**config.mk**
```make
export PLATFORM = sky130hd
export DESIGN_NAME = rst_sequencer
export DESIGN_NICKNAME = d
export VERILOG_FILES = /design/src/rtl/rst_seq_pkg.sv /design/src/rtl/rst_sync.sv /design/src/rtl/rst_sequencer.sv
export SDC_FILE = /design/constraint.sdc
export NUM_CORES = 1
export LEC_CHECK = 0
export ABC_AREA = 1
export CORE_MARGIN = 4
export CORE_UTILIZATION = 60
export DETAILED_ROUTE_END_ITERATION = 8
export PLACE_DENSITY_LB_ADDON = 0.08
export SYNTH_ARGS = -nofsm -noshare
export SYNTH_HDL_FRONTEND = slang
export SYNTH_SLANG_ARGS = --single-unit
```
**constraint.sdc**
```tcl
create_clock -name clk -period 1.8 [get_ports clk]
set_input_delay 0.18 -clock clk [delete_from_list [all_inputs] [get_ports clk]]
set_output_delay 0.18 -clock clk [all_outputs]
set_load 0.005 [all_outputs]
```
**src/rtl/rst_seq_pkg.sv**
```systemverilog
// Shared types and helpers for the reset sequencer: FSM state encoding,
// reset-cause encoding and a counter-width helper.
package rst_seq_pkg;

    typedef enum logic [1:0] {
        ASSERT  = 2'd0,
        RELEASE = 2'd1,
        RUN     = 2'd2
    } state_t;

    typedef enum logic [1:0] {
        CAUSE_POWER = 2'b00,
        CAUSE_SOFT  = 2'b01,
        CAUSE_WDT   = 2'b10
    } rst_cause_t;

    // Bits needed to hold every value from 0 up to and including max_val.
    function automatic int cnt_width(input int max_val);
        return (max_val < 1) ? 1 : $clog2(max_val + 1);
    endfunction

endpackage

```
**src/rtl/rst_sync.sv**
```systemverilog
// Two-flop reset synchronizer: assertion is asynchronous, deassertion is
// retimed to clk through two flops so downstream logic leaves reset cleanly.
module rst_sync (
    input  logic clk,
    input  logic rst,
    output logic rst_s
);

    logic meta;

    // Async set on rst, shift zeros through the two-stage chain on release.
    always_ff @(posedge clk or posedge rst) begin
        if (rst) begin
            meta  <= 1'b1;
            rst_s <= 1'b1;
        end else begin
            meta  <= 1'b0;
            rst_s <= meta;
        end
    end

endmodule

```
**src/rtl/rst_sequencer.sv**
```systemverilog
// Reset sequencer: holds all domain resets, releases them one by one in
// index order with a fixed gap, then supervises a software watchdog.
// soft_rst_req or a watchdog timeout re-runs the whole sequence.
module rst_sequencer
    import rst_seq_pkg::*;
#(
    parameter int NUM_DOMAINS = 4,
    parameter int HOLD_CYCLES = 16,
    parameter int STAGE_GAP   = 8,
    parameter int WDT_TIMEOUT = 1000,
    parameter int WDT_EN      = 1
) (
    input  logic                   clk,
    input  logic                   rst,
    input  logic                   soft_rst_req,
    input  logic                   wdt_kick,
    output logic [NUM_DOMAINS-1:0] dom_rst_o,
    output logic                   all_ready,
    output logic                   busy,
    output logic                   wdt_expired,
    output logic [1:0]             rst_cause,
    output logic [1:0]             dbg_state
);

    // One counter serves both the hold phase and the inter-stage gap.
    localparam int SEQ_MAX = (HOLD_CYCLES > STAGE_GAP) ? HOLD_CYCLES : STAGE_GAP;
    localparam int SEQ_W   = cnt_width(SEQ_MAX);
    localparam int IDX_W   = cnt_width(NUM_DOMAINS);
    localparam int WDT_W   = cnt_width(WDT_TIMEOUT);

    logic             rst_s;
    state_t           state;
    state_t           state_n;
    logic [SEQ_W-1:0] seq_cnt;
    logic [IDX_W-1:0] stage_idx;
    logic [WDT_W-1:0] wdt_cnt;
    rst_cause_t       cause_q;
    logic             wdt_fire;
    logic             restart;
    logic             gap_done;
    logic             last_gap;

    rst_sync u_rst_sync (
        .clk   (clk),
        .rst   (rst),
        .rst_s (rst_s)
    );

    // The hold phase runs one extra count so the first release lands HOLD_CYCLES
    // edges after the first edge out of reset (or after the restart edge).
    assign gap_done  = (seq_cnt == SEQ_W'(STAGE_GAP - 1));
    assign last_gap  = (stage_idx == IDX_W'(NUM_DOMAINS - 2));
    assign rst_cause = cause_q;
    assign dbg_state = state;

    // State register.
    always_ff @(posedge clk or posedge rst_s) begin
        if (rst_s) state <= ASSERT;
        else       state <= state_n;
    end

    // Next-state logic, watchdog expiry and restart detection.
    always_comb begin
        state_n  = state;
        // Expiry fires on the edge where the count would reach WDT_TIMEOUT-1;
        // a kick in that same cycle suppresses it.
        wdt_fire = (state == RUN) && (WDT_EN != 0) && !wdt_kick &&
                   (wdt_cnt == WDT_W'(WDT_TIMEOUT - 2));
        restart  = soft_rst_req || wdt_fire;
        case (state)
            ASSERT:  if (seq_cnt == SEQ_W'(HOLD_CYCLES))
                         state_n = (NUM_DOMAINS == 1) ? RUN : RELEASE;
            RELEASE: if (gap_done && last_gap) state_n = RUN;
            RUN:     state_n = RUN;
            default: state_n = ASSERT;
        endcase
        if (restart) state_n = ASSERT;
    end

    // Hold/gap counter and stage index; both clear on every state change.
    always_ff @(posedge clk or posedge rst_s) begin
        if (rst_s) begin
            seq_cnt   <= '0;
            stage_idx <= '0;
        end else if (restart || state_n != state) begin
            seq_cnt   <= '0;
            stage_idx <= '0;
        end else if (state == RELEASE && gap_done) begin
            seq_cnt   <= '0;
            stage_idx <= stage_idx + 1'b1;
        end else if (state != RUN) begin
            seq_cnt   <= seq_cnt + 1'b1;
        end
    end

    // Watchdog counter: runs only while staying in RUN, cleared by a kick.
    always_ff @(posedge clk or posedge rst_s) begin
        if (rst_s)
            wdt_cnt <= '0;
        else if (state == RUN && state_n == RUN && WDT_EN != 0)
            wdt_cnt <= wdt_kick ? '0 : wdt_cnt + 1'b1;
        else
            wdt_cnt <= '0;
    end

    // Expiry pulse and cause of the most recent sequence; soft wins a tie.
    always_ff @(posedge clk or posedge rst_s) begin
        if (rst_s) begin
            wdt_expired <= 1'b0;
            cause_q     <= CAUSE_POWER;
        end else begin
            wdt_expired <= wdt_fire;
            if (soft_rst_req)  cause_q <= CAUSE_SOFT;
            else if (wdt_fire) cause_q <= CAUSE_WDT;
        end
    end

    // Outputs decoded from state: domains above stage_idx are still held.
    always_comb begin
        dom_rst_o = '1;
        all_ready = 1'b0;
        busy      = 1'b1;
        case (state)
            RELEASE: begin
                for (int i = 0; i < NUM_DOMAINS; i++)
                    dom_rst_o[i] = (i > int'(stage_idx));
            end
            RUN: begin
                dom_rst_o = '0;
                all_ready = 1'b1;
                busy      = 1'b0;
            end
            default: ;
        endcase
    end

endmodule

```
**Yosys cells after proc, flatten, opt, wreduce, memory -nomap -nowiden**

Cells that the tools add are included.

- Flip-flop bits (word level): 25
- Bits in latches: 0
- Bits in writable memories: 0
- ROM bits: 0
- Output and inout bits: 11
- Logic and storage cells: 51
- Memories kept: 0

- Add/subtract/negate cells: 3
- Multiply operators: 0
- Divide/modulo/power cells: 0
- Order comparisons: 3
- Eq/ne operators: 9
- Shift operators: 0
- Muxes and demuxes: 16
- Bitwise logic cells: 0
- Reductions and logical operators: 12

Operators by type and width:

| operator | count |
|---|---|
| $mux W10 | 2 |
| $mux W5 | 3 |
| $add A10 B1 Y10 const B | 1 |
| $eq A10 B10 Y1 const B | 1 |
| $mux W2 | 5 |
| $pmux W4 S2 | 1 |
| $gt A2 B3 Y1 const A | 2 |
| $mux W3 | 2 |
| $pmux W2 S3 | 1 |
| $add A5 B1 Y5 const B | 1 |
| $eq A5 B3 Y1 const B | 1 |
| $eq A5 B5 Y1 const B | 1 |
| $logic_and A1 B1 Y1 | 5 |
| $eq A2 B2 Y1 const B | 2 |
| $reduce_bool A2 Y1 | 2 |
| $add A3 B1 Y3 const B | 1 |
| $eq A3 B2 Y1 const B | 1 |
| $gt A1 B3 Y1 const A | 1 |
| $reduce_bool A3 Y1 | 1 |
| $eq A2 B1 Y1 const B | 1 |
| $logic_not A2 Y1 | 1 |
| $logic_or A1 B1 Y1 | 2 |
| $mux W1 | 2 |
| $ne A2 B2 Y1 | 1 |
| 2 further kinds | 2 |

**Depth between registers and ports, before layout**

Gate-level depths: netlist of the first run.

- Word-level depth: 8
- Depth in mapped cells: 15
- Mapped depth without buffers: 15

**By module**

Synthesis of the first run repeated with hierarchy kept, for this count alone.

- Cell total of the unflattened synthesis: 172
- Area total of the unflattened synthesis: 1512.7 um^2

By module, submodules not included:

| module | times used | cells an instance | area an instance (um^2) | sequential area each (um^2) |
|---|---|---|---|---|
| rst_sequencer | 1 | 168 | 1452.6 | 575.6 |
| rst_sync | 1 | 4 | 60.1 | 52.6 |

**Least setup slack after synthesis of the first run**

Ideal clock, no wire load.

- Kind: register to register
- From: reg state[0] (netlist: dbg_state[0])
- To: reg stage_idx[0]
- Arrival: 1.802 ns
- Slack: -0.076 ns
- Stages on the path, launching flop included: 15
- Buffers on the path: 1
- Clock period less this slack: 1.876 ns
- Path through: dfrtp_1 > inv_1 > ha_1 > buf_6 > nand2_2 > nor2_2 > nand3_2 > nand2_2 > nor2_4 > nand2_1 > nand2_1 > nand2_1 > nor2_4 > nand2_4 > o21ai_2

- Word-level cells in the longest chain between the ends: 8

RTL lines:

| item | RTL line | RTL |
|---|---|---|
| start: declaration | rst_sequencer.sv:32 | `state_t state;` |
| start signal: assignment | rst_sequencer.sv:59 | `else state <= state_n;` |
| $eq A2 B2 Y1 | rst_sequencer.sv:67, rst_sequencer.sv:70 |  |
| $logic_and A1 B1 Y1 (2 in series) | rst_sequencer.sv:67 | `wdt_fire = (state == RUN) && (WDT_EN != 0) && !wdt_kick &&` |
| $logic_or A1 B1 Y1 | rst_sequencer.sv:69 | `restart = soft_rst_req \|\| wdt_fire;` |
| $mux W2 | rst_sequencer.sv:77 | `if (restart) state_n = ASSERT;` |
| $ne A2 B2 Y1 | rst_sequencer.sv:85 | `end else if (restart \|\| state_n != state) begin` |
| $logic_or A1 B1 Y1 | rst_sequencer.sv:85 |  |
| $mux W3 or $reduce_bool A2 Y1 (tied branches) | -- |  |
| end signal: assignment | rst_sequencer.sv:90 | `stage_idx <= stage_idx + 1'b1;` |
| end: declaration | rst_sequencer.sv:35 | `logic [IDX_W-1:0] stage_idx;` |

Parallel ways exist; a longest one is shown, timed or not.
A chain may end at the register's enable or synchronous reset.

**Final worst setup path of the first run**

- From: reg state[1] (netlist: dbg_state[1])
- To: reg seq_cnt[0]

- Word-level cells in the longest chain between the ends: 8

RTL lines:

| item | RTL line | RTL |
|---|---|---|
| $eq A2 B2 Y1 | rst_sequencer.sv:67, rst_sequencer.sv:70 |  |
| $logic_and A1 B1 Y1 (2 in series) | rst_sequencer.sv:67 |  |
| $logic_or A1 B1 Y1 | rst_sequencer.sv:69 |  |
| $mux W2 | rst_sequencer.sv:77 |  |
| $ne A2 B2 Y1 | rst_sequencer.sv:85 |  |
| $logic_or A1 B1 Y1 | rst_sequencer.sv:85 |  |
| $reduce_bool A3 Y1 (no source line) or $mux W5 (tied branches) | -- |  |
| end signal: assignment | rst_sequencer.sv:92 | `seq_cnt <= seq_cnt + 1'b1;` |
| end: declaration | rst_sequencer.sv:34 | `logic [SEQ_W-1:0] seq_cnt;` |

Parallel ways exist; a longest one is shown, timed or not.

==> impl_metrics.prom, run 1 <==
# TYPE chip_impl_metric gauge
chip_impl_metric{name="globalRouteOverflowTotal",unit=""} 0
chip_impl_metric{name="endpoint_arrival_time_on_the_critical_path",unit="ps"} 2080
chip_impl_metric{name="io_buffers",unit=""} 14
chip_impl_metric{name="worst_ep_required_time",unit="ps"} 2060
chip_impl_metric{name="first_pass_iters",unit=""} 4
chip_impl_metric{name="grt.met2_usage",unit="%"} 34.4
chip_impl_metric{name="maximum_frequency_from_static_timing_analysis",unit="GHz"} 0.551
chip_impl_metric{name="mean_post_synth_cell_area",unit="µm²"} 8.45
chip_impl_metric{name="holdBufCountCts",unit=""} 0
chip_impl_metric{name="syn-cell-area",unit="mm²"} 0.00145
chip_impl_metric{name="netlist-cell-type-count",unit=""} 29
chip_impl_metric{name="core_area",unit="mm²"} 0.00225
chip_impl_metric{name="cellPowerDensity",unit="mW/mm²"} 479
chip_impl_metric{name="post_drt_wl_per_cell",unit="µm"} 12.3
chip_impl_metric{name="synth_edf_count",unit=""} 0
chip_impl_metric{name="cts_buffers",unit=""} 3
chip_impl_info{name="setup.worst_path.start",value="dbg_state[1]"} 1
chip_impl_metric{name="antenna-diode-count",unit=""} 0
chip_impl_metric{name="timing.final.setup_violations",unit=""} 3
chip_impl_metric{name="dr.first_iter.drc_count",unit=""} 28
chip_impl_metric{name="clkSlewWorstSetupHoldPaths",unit="ps"} 140
chip_impl_metric{name="multi_input_area",unit="µm²"} 779
chip_impl_metric{name="grtUsageTotal",unit="%"} 19.0
chip_impl_metric{name="register_area",unit="µm²"} 628
chip_impl_metric{name="holdWs",unit="ps"} 149
chip_impl_info{name="layout.cells.most_common_list",value="sky130_fd_sc_hd__nand2_1 (27), sky130_fd_sc_hd__inv_1 (24), sky130_fd_sc_hd__dfrtp_1 (23)"} 1
chip_impl_info{name="crit_type",value="register to register"} 1
chip_impl_metric{name="synth.yosys.warnings",unit=""} 0
chip_impl_metric{name="regToRegSetupSlack",unit="ps"} -20
chip_impl_info{name="class_of_the_tightest_hold_or_removal_check",value="primary input to asynchronous set/reset pin"} 1
chip_impl_info{name="cp-end-kind",value="register"} 1
chip_impl_info{name="violations",value="negative setup slack"} 1
chip_impl_metric{name="critical_path.max_fanout",unit=""} 5
chip_impl_info{name="layout.cells.most_common",value="sky130_fd_sc_hd__nand2_1"} 1
chip_impl_metric{name="p_leak",unit="µW"} 0.000879
chip_impl_metric{name="drive_gt1_share",unit="%"} 33.3
chip_impl_metric{name="final.min_clock_period",unit="ps"} 1820
chip_impl_metric{name="cap_violations",unit=""} 0
chip_impl_metric{name="instances_no_fill",unit=""} 235
chip_impl_metric{name="synth_sequential_area_ratio",unit="%"} 43.5
chip_impl_metric{name="layout.nets",unit=""} 222
chip_impl_metric{name="chipWidth",unit="µm"} 57.1
chip_impl_metric{name="global_route_wire_length_before_repair",unit="µm"} 5000
chip_impl_metric{name="antenna_violating_nets_post_route",unit=""} 0
chip_impl_metric{name="clock_tree.buffer_depth",unit=""} 2
chip_impl_metric{name="detailed_place_hpwl",unit="µm"} 2090
chip_impl_info{name="cp_startpoint_kind",value="register"} 1
chip_impl_metric{name="use_met1",unit="%"} 22.0
chip_impl_metric{name="hold_viol",unit=""} 0
chip_impl_metric{name="final_clock_skew",unit="ps"} 9.53
chip_impl_metric{name="mappedNetlistNets",unit=""} 185
chip_impl_info{name="ys.flop_type",value="sky130_fd_sc_hd__dfrtp_1"} 1
chip_impl_metric{name="globalRouteMet3Util",unit="%"} 3.17
chip_impl_info{name="outcome",value="finished, violations left"} 1
chip_impl_metric{name="detail_route.drc_violations",unit=""} 0
chip_impl_info{name="cts_root_buf",value="sky130_fd_sc_hd__clkbuf_4"} 1
chip_impl_info{name="rsz_0062_raised_after_global_routing",value="true"} 1
chip_impl_metric{name="htreeDepth",unit=""} 1
chip_impl_metric{name="detail_route.wirelength",unit="µm"} 2900
chip_impl_metric{name="clk_latency",unit="ps"} 320
chip_impl_metric{name="async_flop_share",unit="%"} 100
chip_impl_metric{name="io-pin-count",unit=""} 15
chip_impl_metric{name="slew_viol_final",unit=""} 0
chip_impl_metric{name="area_growth_syn_to_layout",unit="%"} 28.1
chip_impl_metric{name="placementRows",unit=""} 17
chip_impl_metric{name="register_bit_count_reported_by_yosys",unit=""} 25
chip_impl_metric{name="worst_slack",unit="ps"} -15.2
chip_impl_metric{name="antenna_found_initial",unit=""} 0
chip_impl_metric{name="vdd_ir_drop_max",unit="mV"} 0.603
chip_impl_metric{name="gpl.final_weighted_congestion",unit=""} 0.871
chip_impl_metric{name="floorplan.initialDensity",unit="%"} 64.1
chip_impl_metric{name="syn_inst",unit=""} 171
chip_impl_metric{name="die_area",unit="mm²"} 0.00326
chip_impl_metric{name="post-route-period-util",unit="%"} 101
chip_impl_metric{name="fillers",unit=""} 139
chip_impl_metric{name="tritoncts_num_sinks",unit=""} 25
chip_impl_info{name="tritoncts",value="yes"} 1
chip_impl_info{name="gr-max-usage-layer",value="met2"} 1
chip_impl_metric{name="avgViaCountPerCell",unit=""} 5.12
chip_impl_info{name="worst_r2r_startpoint",value="dbg_state[1]"} 1
chip_impl_metric{name="rr_worst_depth",unit=""} 13
chip_impl_metric{name="chipHeight",unit="µm"} 57.1
chip_impl_metric{name="vias_in_the_first_global_route",unit=""} 1227
chip_impl_info{name="r2r_end",value="seq_cnt[0]"} 1
chip_impl_metric{name="grt_max_degree",unit=""} 24
chip_impl_metric{name="dpl.cell_count",unit=""} 223
chip_impl_metric{name="vias",unit=""} 1204
kinds of logic (layout without fill, tap and decap cells):
logic type                 count (synthesis)  count (layout)  share of synthesized area (%)
and+or+nand+nor                           85              85                           28.3
buffers and inverters                     30              66                           8.31
DFF                                       25              25                           43.5
AOI/OAI and AO/OA                         11              11                           5.54
adders and majority gates                 10              10                           8.66
xor gates and xnor gates                   9               9                           5.45
other                                      1               1                          0.259
cell usage after synthesis, types with 3 or more instances:
cell	count	area share, %
sky130_fd_sc_hd__a21oi_1	3	1.0
sky130_fd_sc_hd__dfrtp_1	23	40
sky130_fd_sc_hd__ha_1	10	8.7
sky130_fd_sc_hd__inv_1	27	7.0
sky130_fd_sc_hd__nand2_1	36	9.4
sky130_fd_sc_hd__nand2_2	6	2.6
sky130_fd_sc_hd__nand3_1	6	2.1
sky130_fd_sc_hd__nand4_1	3	1.3
sky130_fd_sc_hd__nor2_1	21	5.5
sky130_fd_sc_hd__nor2_2	3	1.3
sky130_fd_sc_hd__nor3_1	3	1.0
sky130_fd_sc_hd__xor2_1	7	4.2
final cells by class:
class                           instances  share of cell area, %
Multi-Input combinational cell        116                   42.1
Sequential cell                        25                   33.9
Timing Repair Buffer                   33                   14.7
Inverter                               29                   5.88
Tap cell                               28                   1.89
Clock buffer                            3                   1.22
Clock inverter                          1                  0.270
metal layers:
metal	wire length, µm	share of wire, %
met1	1120	39
met2	1580	55
met3	105	3.6
met4	92	3.2
met5	0	0
worst max-delay path by stage:
stage | end | slack [ps] | depth (start not counted)
6_report | seq_cnt[0] | -20 | 13
5_1_grt | seq_cnt[0] | -130 | 14
4_1_cts | stage_idx[0] | -30 | 14
3_5_place_dp | stage_idx[0] | -50 | 14
3_3_place_gp | seq_cnt[0] | -9 | 14
2_1_floorplan | stage_idx[0] | 2 | 15
what timing repair did:
item	in CTS	in global routing
setup buffers	5	3
cloned	0	0
pin swaps	3	8
setup endpoints to repair	19	21
resized for setup	15	19
sequential cells by signal (all words and copies together), names as in the netlist:
| register | flops |
|---|---|
| dbg_state | 2 |
| rst_cause | 2 |
| seq_cnt | 5 |
| stage_idx | 3 |
| u_rst_sync.meta | 1 |
| u_rst_sync.rst_s | 1 |
| wdt_cnt | 10 |
| wdt_expired | 1 |
power breakdown:
part	switching (µW)	internal [µW]	leakage, µW
clock	165	83.2	0.0000177
combinational	36.3	22.8	0.000526
sequential	7.90	571	0.000335
critical path, cell delays in order (launching register included):
cell and delay [ps]:
sky130_fd_sc_hd__dfrtp_1 430, sky130_fd_sc_hd__buf_4 150, sky130_fd_sc_hd__ha_4 170, sky130_fd_sc_hd__nand2_2 70
sky130_fd_sc_hd__nor2_2 40, sky130_fd_sc_hd__nand3_2 80, sky130_fd_sc_hd__nand2_4 80, sky130_fd_sc_hd__nor2_4 120
sky130_fd_sc_hd__nand3_1 90, sky130_fd_sc_hd__nand2_2 90, sky130_fd_sc_hd__inv_2 50, sky130_fd_sc_hd__nor2_4 180
sky130_fd_sc_hd__nand2_4 90, sky130_fd_sc_hd__a21oi_2 110
per-stage QoR:
stage | TNS [ps] | setup slack [ps] | power (µW) | utilization (%) | area [µm²]
6_report | -31.1 | -15.2 | 887 | 82.1 | 1850
5_1_grt | -1270 | -130 | 933 | 82.1 | 1850
4_1_cts | -57.8 | -29.5 | 891 | 79.4 | 1790
3_5_place_dp | -245 | -51.2 | 647 | 75.6 | 1700
3_3_place_gp | -16.8 | -9.45 | 644 | 75.6 | 1700
2_1_floorplan | 0 | 1.74 | 627 | - | 1460
(Power assumes the default switching activity.)
==> run 2, diff against run 1 <==
- PLACE_DENSITY: default -> 0.84
- PLACE_DENSITY_LB_ADDON: 0.08 -> default
- REMOVE_ABC_BUFFERS: default -> 1
- SETUP_SLACK_MARGIN: default -> 0.02
==> impl_metrics.prom, run 2 (synthesis gave the netlist of run 1 again) <==
# TYPE chip_impl_metric gauge
chip_impl_info{name="setup.worst_path.start",value="seq_cnt[0]"} 1
chip_impl_metric{name="tritoncts_num_sinks",unit=""} 25
chip_impl_metric{name="holdWs",unit="ps"} 159
chip_impl_metric{name="detail_route.wirelength",unit="µm"} 3910
chip_impl_metric{name="final_util",unit="%"} 87.8
chip_impl_metric{name="final.setup.tns",unit="ps"} -735
chip_impl_metric{name="vias_in_the_first_global_route",unit=""} 1255
chip_impl_metric{name="netSwitchingFraction",unit="%"} 24.9
chip_impl_metric{name="clkSlewWorstSetupHoldPaths",unit="ps"} 140
chip_impl_metric{name="chipWidth",unit="µm"} 57.1
chip_impl_metric{name="clock_tree.buffer_depth",unit=""} 2
chip_impl_metric{name="dr.first_iter.drc_count",unit=""} 101
chip_impl_info{name="crit_type",value="register to register"} 1
chip_impl_info{name="outcome",value="finished, violations left"} 1
chip_impl_metric{name="gpl.final_weighted_congestion",unit=""} 0.887
chip_impl_metric{name="avgViaCountPerCell",unit=""} 5.29
chip_impl_info{name="layout.cells.most_common",value="sky130_fd_sc_hd__buf_4"} 1
chip_impl_info{name="top_register",value="wdt_cnt"} 1
chip_impl_metric{name="worst_ep_required_time",unit="ps"} 2080
chip_impl_metric{name="endpoint_arrival_time_on_the_critical_path",unit="ps"} 2220
chip_impl_metric{name="timing.final.setup_violations",unit=""} 9
chip_impl_metric{name="layout.nets",unit=""} 231
chip_impl_metric{name="clk_latency",unit="ps"} 330
chip_impl_metric{name="m1WireLength",unit="µm"} 1450
chip_impl_info{name="critical_path.top_delay_family",value="simple AND/OR/NAND/NOR gates"} 1
chip_impl_metric{name="cellPowerDensity",unit="mW/mm²"} 464
chip_impl_metric{name="core_area",unit="mm²"} 0.00225
chip_impl_metric{name="worst_slack",unit="ps"} -147
chip_impl_metric{name="globalRouteOverflowTotal",unit=""} 0
chip_impl_metric{name="slew_viol_final",unit=""} 0
chip_impl_metric{name="post-route-period-util",unit="%"} 108
chip_impl_info{name="cp-end-kind",value="register"} 1
chip_impl_metric{name="antenna-diode-count",unit=""} 0
chip_impl_info{name="layout.cells.most_common_list",value="sky130_fd_sc_hd__buf_4 (25), sky130_fd_sc_hd__nand2_1 (24), sky130_fd_sc_hd__dfrtp_1 (22)"} 1
chip_impl_metric{name="area_growth_syn_to_layout",unit="%"} 37.0
chip_impl_metric{name="cts_buffers",unit=""} 3
chip_impl_info{name="cp_startpoint_kind",value="register"} 1
chip_impl_metric{name="seqPwrFrac",unit="%"} 63.1
chip_impl_metric{name="total_power",unit="µW"} 918
chip_impl_metric{name="maximum_frequency_from_static_timing_analysis",unit="GHz"} 0.514
chip_impl_metric{name="vias",unit=""} 1291
chip_impl_metric{name="first_pass_iters",unit=""} 4
chip_impl_info{name="rsz_0062_raised_after_global_routing",value="true"} 1
chip_impl_metric{name="chipHeight",unit="µm"} 57.1
chip_impl_metric{name="critical_path.max_fanout",unit=""} 5
chip_impl_metric{name="antenna_violating_nets_post_route",unit=""} 0
chip_impl_metric{name="total_switching_power",unit="µW"} 229
chip_impl_metric{name="cap_violations",unit=""} 0
chip_impl_metric{name="final_clock_skew",unit="ps"} 1.92
chip_impl_metric{name="detailed_place_hpwl",unit="µm"} 2220
chip_impl_info{name="tritoncts",value="yes"} 1
chip_impl_metric{name="placementRows",unit=""} 17
chip_impl_metric{name="final.min_clock_period",unit="ps"} 1950
chip_impl_metric{name="met2_wirelength",unit="µm"} 2150
chip_impl_metric{name="vdd_ir_drop_max",unit="mV"} 0.619
chip_impl_metric{name="post_drt_wl_per_cell",unit="µm"} 16.0
chip_impl_metric{name="cp_num_buf_inv",unit=""} 3
chip_impl_metric{name="io-pin-count",unit=""} 15
chip_impl_info{name="largest_registers",value="wdt_cnt: 10 flops, seq_cnt: 5 flops, stage_idx: 3 flops"} 1
chip_impl_metric{name="detail_route.drc_violations",unit=""} 0
chip_impl_info{name="class_of_the_tightest_hold_or_removal_check",value="primary input to asynchronous set/reset pin"} 1
chip_impl_metric{name="p_int",unit="µW"} 689
chip_impl_metric{name="antenna_found_initial",unit=""} 0
chip_impl_metric{name="power.share.combinational",unit="%"} 8.5
chip_impl_metric{name="met3_wirelength",unit="µm"} 193
chip_impl_metric{name="dp_slack",unit="ps"} -60.6
chip_impl_metric{name="grt_max_degree",unit=""} 24
chip_impl_metric{name="hold_viol",unit=""} 0
chip_impl_metric{name="clock_power_share",unit="%"} 28.4
chip_impl_metric{name="timing.critical_path.slowest_cell_delay",unit="ps"} 450
chip_impl_metric{name="flip_flop_count_of_the_largest_register_after_layout",unit=""} 10
chip_impl_info{name="cts_root_buf",value="sky130_fd_sc_hd__clkbuf_4"} 1
chip_impl_info{name="timing.critical_path.cells",value="inv_2 > ha_4 > nand2_2 > inv_2 > nand2_4 > a21oi_2 > nand2_2 > nand2_2 > nand2_2 > nand2_2 > inv_2 > nor2_4 > nand4_1 > nand2_1"} 1
chip_impl_metric{name="io_buffers",unit=""} 14
chip_impl_metric{name="p_leak",unit="µW"} 0.000922
chip_impl_metric{name="floorplan.initialDensity",unit="%"} 64.1
chip_impl_info{name="worst_path_max_delay_cell",value="sky130_fd_sc_hd__dfrtp_1"} 1
chip_impl_metric{name="die_area",unit="mm²"} 0.00326
chip_impl_metric{name="global_route_wire_length_before_repair",unit="µm"} 5280
chip_impl_metric{name="holdBufCountCts",unit=""} 0
chip_impl_info{name="worst_r2r_startpoint",value="seq_cnt[0]"} 1
chip_impl_info{name="violations",value="negative setup slack"} 1
chip_impl_metric{name="htreeDepth",unit=""} 1
chip_impl_info{name="maxUsedRoutingLayer",value="met4"} 1
chip_impl_metric{name="grtUsageTotal",unit="%"} 20.8
chip_impl_metric{name="drive_gt1_share",unit="%"} 42.1
chip_impl_info{name="critPathMostFrequentCell",value="sky130_fd_sc_hd__nand2_2"} 1
[run 2: changes by cell type in the layout (fill, tap and decap cells not counted), moves of 2 or more]
cell | before | now
sky130_fd_sc_hd__inv_2 | 5 | 9
sky130_fd_sc_hd__buf_4 | 18 | 25
sky130_fd_sc_hd__inv_1 | 24 | 20
sky130_fd_sc_hd__ha_1 | 8 | 4
sky130_fd_sc_hd__nand2_1 | 27 | 24
sky130_fd_sc_hd__nand2_4 | 2 | 4
sky130_fd_sc_hd__buf_6 | 1 | 3
sky130_fd_sc_hd__ha_4 | 1 | 4
[run 2: layer usage]
metal	vias up	global-route usage, %
li1	619	-
met1	616	23.1
met2	42	37.8
met3	14	3.17
met4	0	11.3
met5	-	0
[run 2: worst reg2reg max path, delay by kind of cell (launching register included)]
kind	cells	cell delay, ps
compound gates	1	180
fa+ha+maj	1	130
buf+inv	3	240
flops	1	450
simple gates	9	900
[run 2: cell type report]
type / count / area, µm²
inverters: 29 / 109
flip-flops and latches: 25 / 629
fillers: 95 / 275
multi-input cells: 116 / 833
clock inverters: 1 / 7.51
clock buffers: 3 / 22.5
repair buffers: 42 / 343
well taps: 28 / 35.0
[run 2: path summary, 6_finish.rpt]
check                                        end  slack (ps)  cells past startpoint
worst max-delay path                  seq_cnt[1]        -150                     14
worst min register to register        wdt_cnt[1]         300                      2
worst max register to register        seq_cnt[1]        -150                     14
worst min-delay path             u_rst_sync.meta         160                      2
max in group asynchronous           dbg_state[1]        1260                      2
min in group clk                u_rst_sync.rst_s         370                      0
[run 2: what timing repair did]
item / in CTS / in global routing
gates resized for setup: 30 / 30
setup endpoints to repair: 24 / 22
setup buffers: 3 / 11
pin swaps: 0 / 13
[run 2: power by group through the flow]
stage,logic [µW],registers [µW],clock network [µW]
6_report,78.2,579,261
5_1_grt,85.5,580,291
4_1_cts,59.4,579,267
3_5_place_dp,58.1,589,0
3_3_place_gp,55.2,588,0
2_1_floorplan,39.0,587,0
[run 2: metrics by stage]
step | area, µm² | std cells
after floorplan | 1430 | 170
after global placement | 1710 | 226
after detailed placement | 1710 | 226
after CTS | 1830 | 233
after global routing | 1980 | 244
final | 1980 | 244
==> run 3, diff against run 2 <==
- CAP_MARGIN: default -> 10
==> results of run 3 <==
No change in the layout: final DEF, timing and power equal those of run 2.
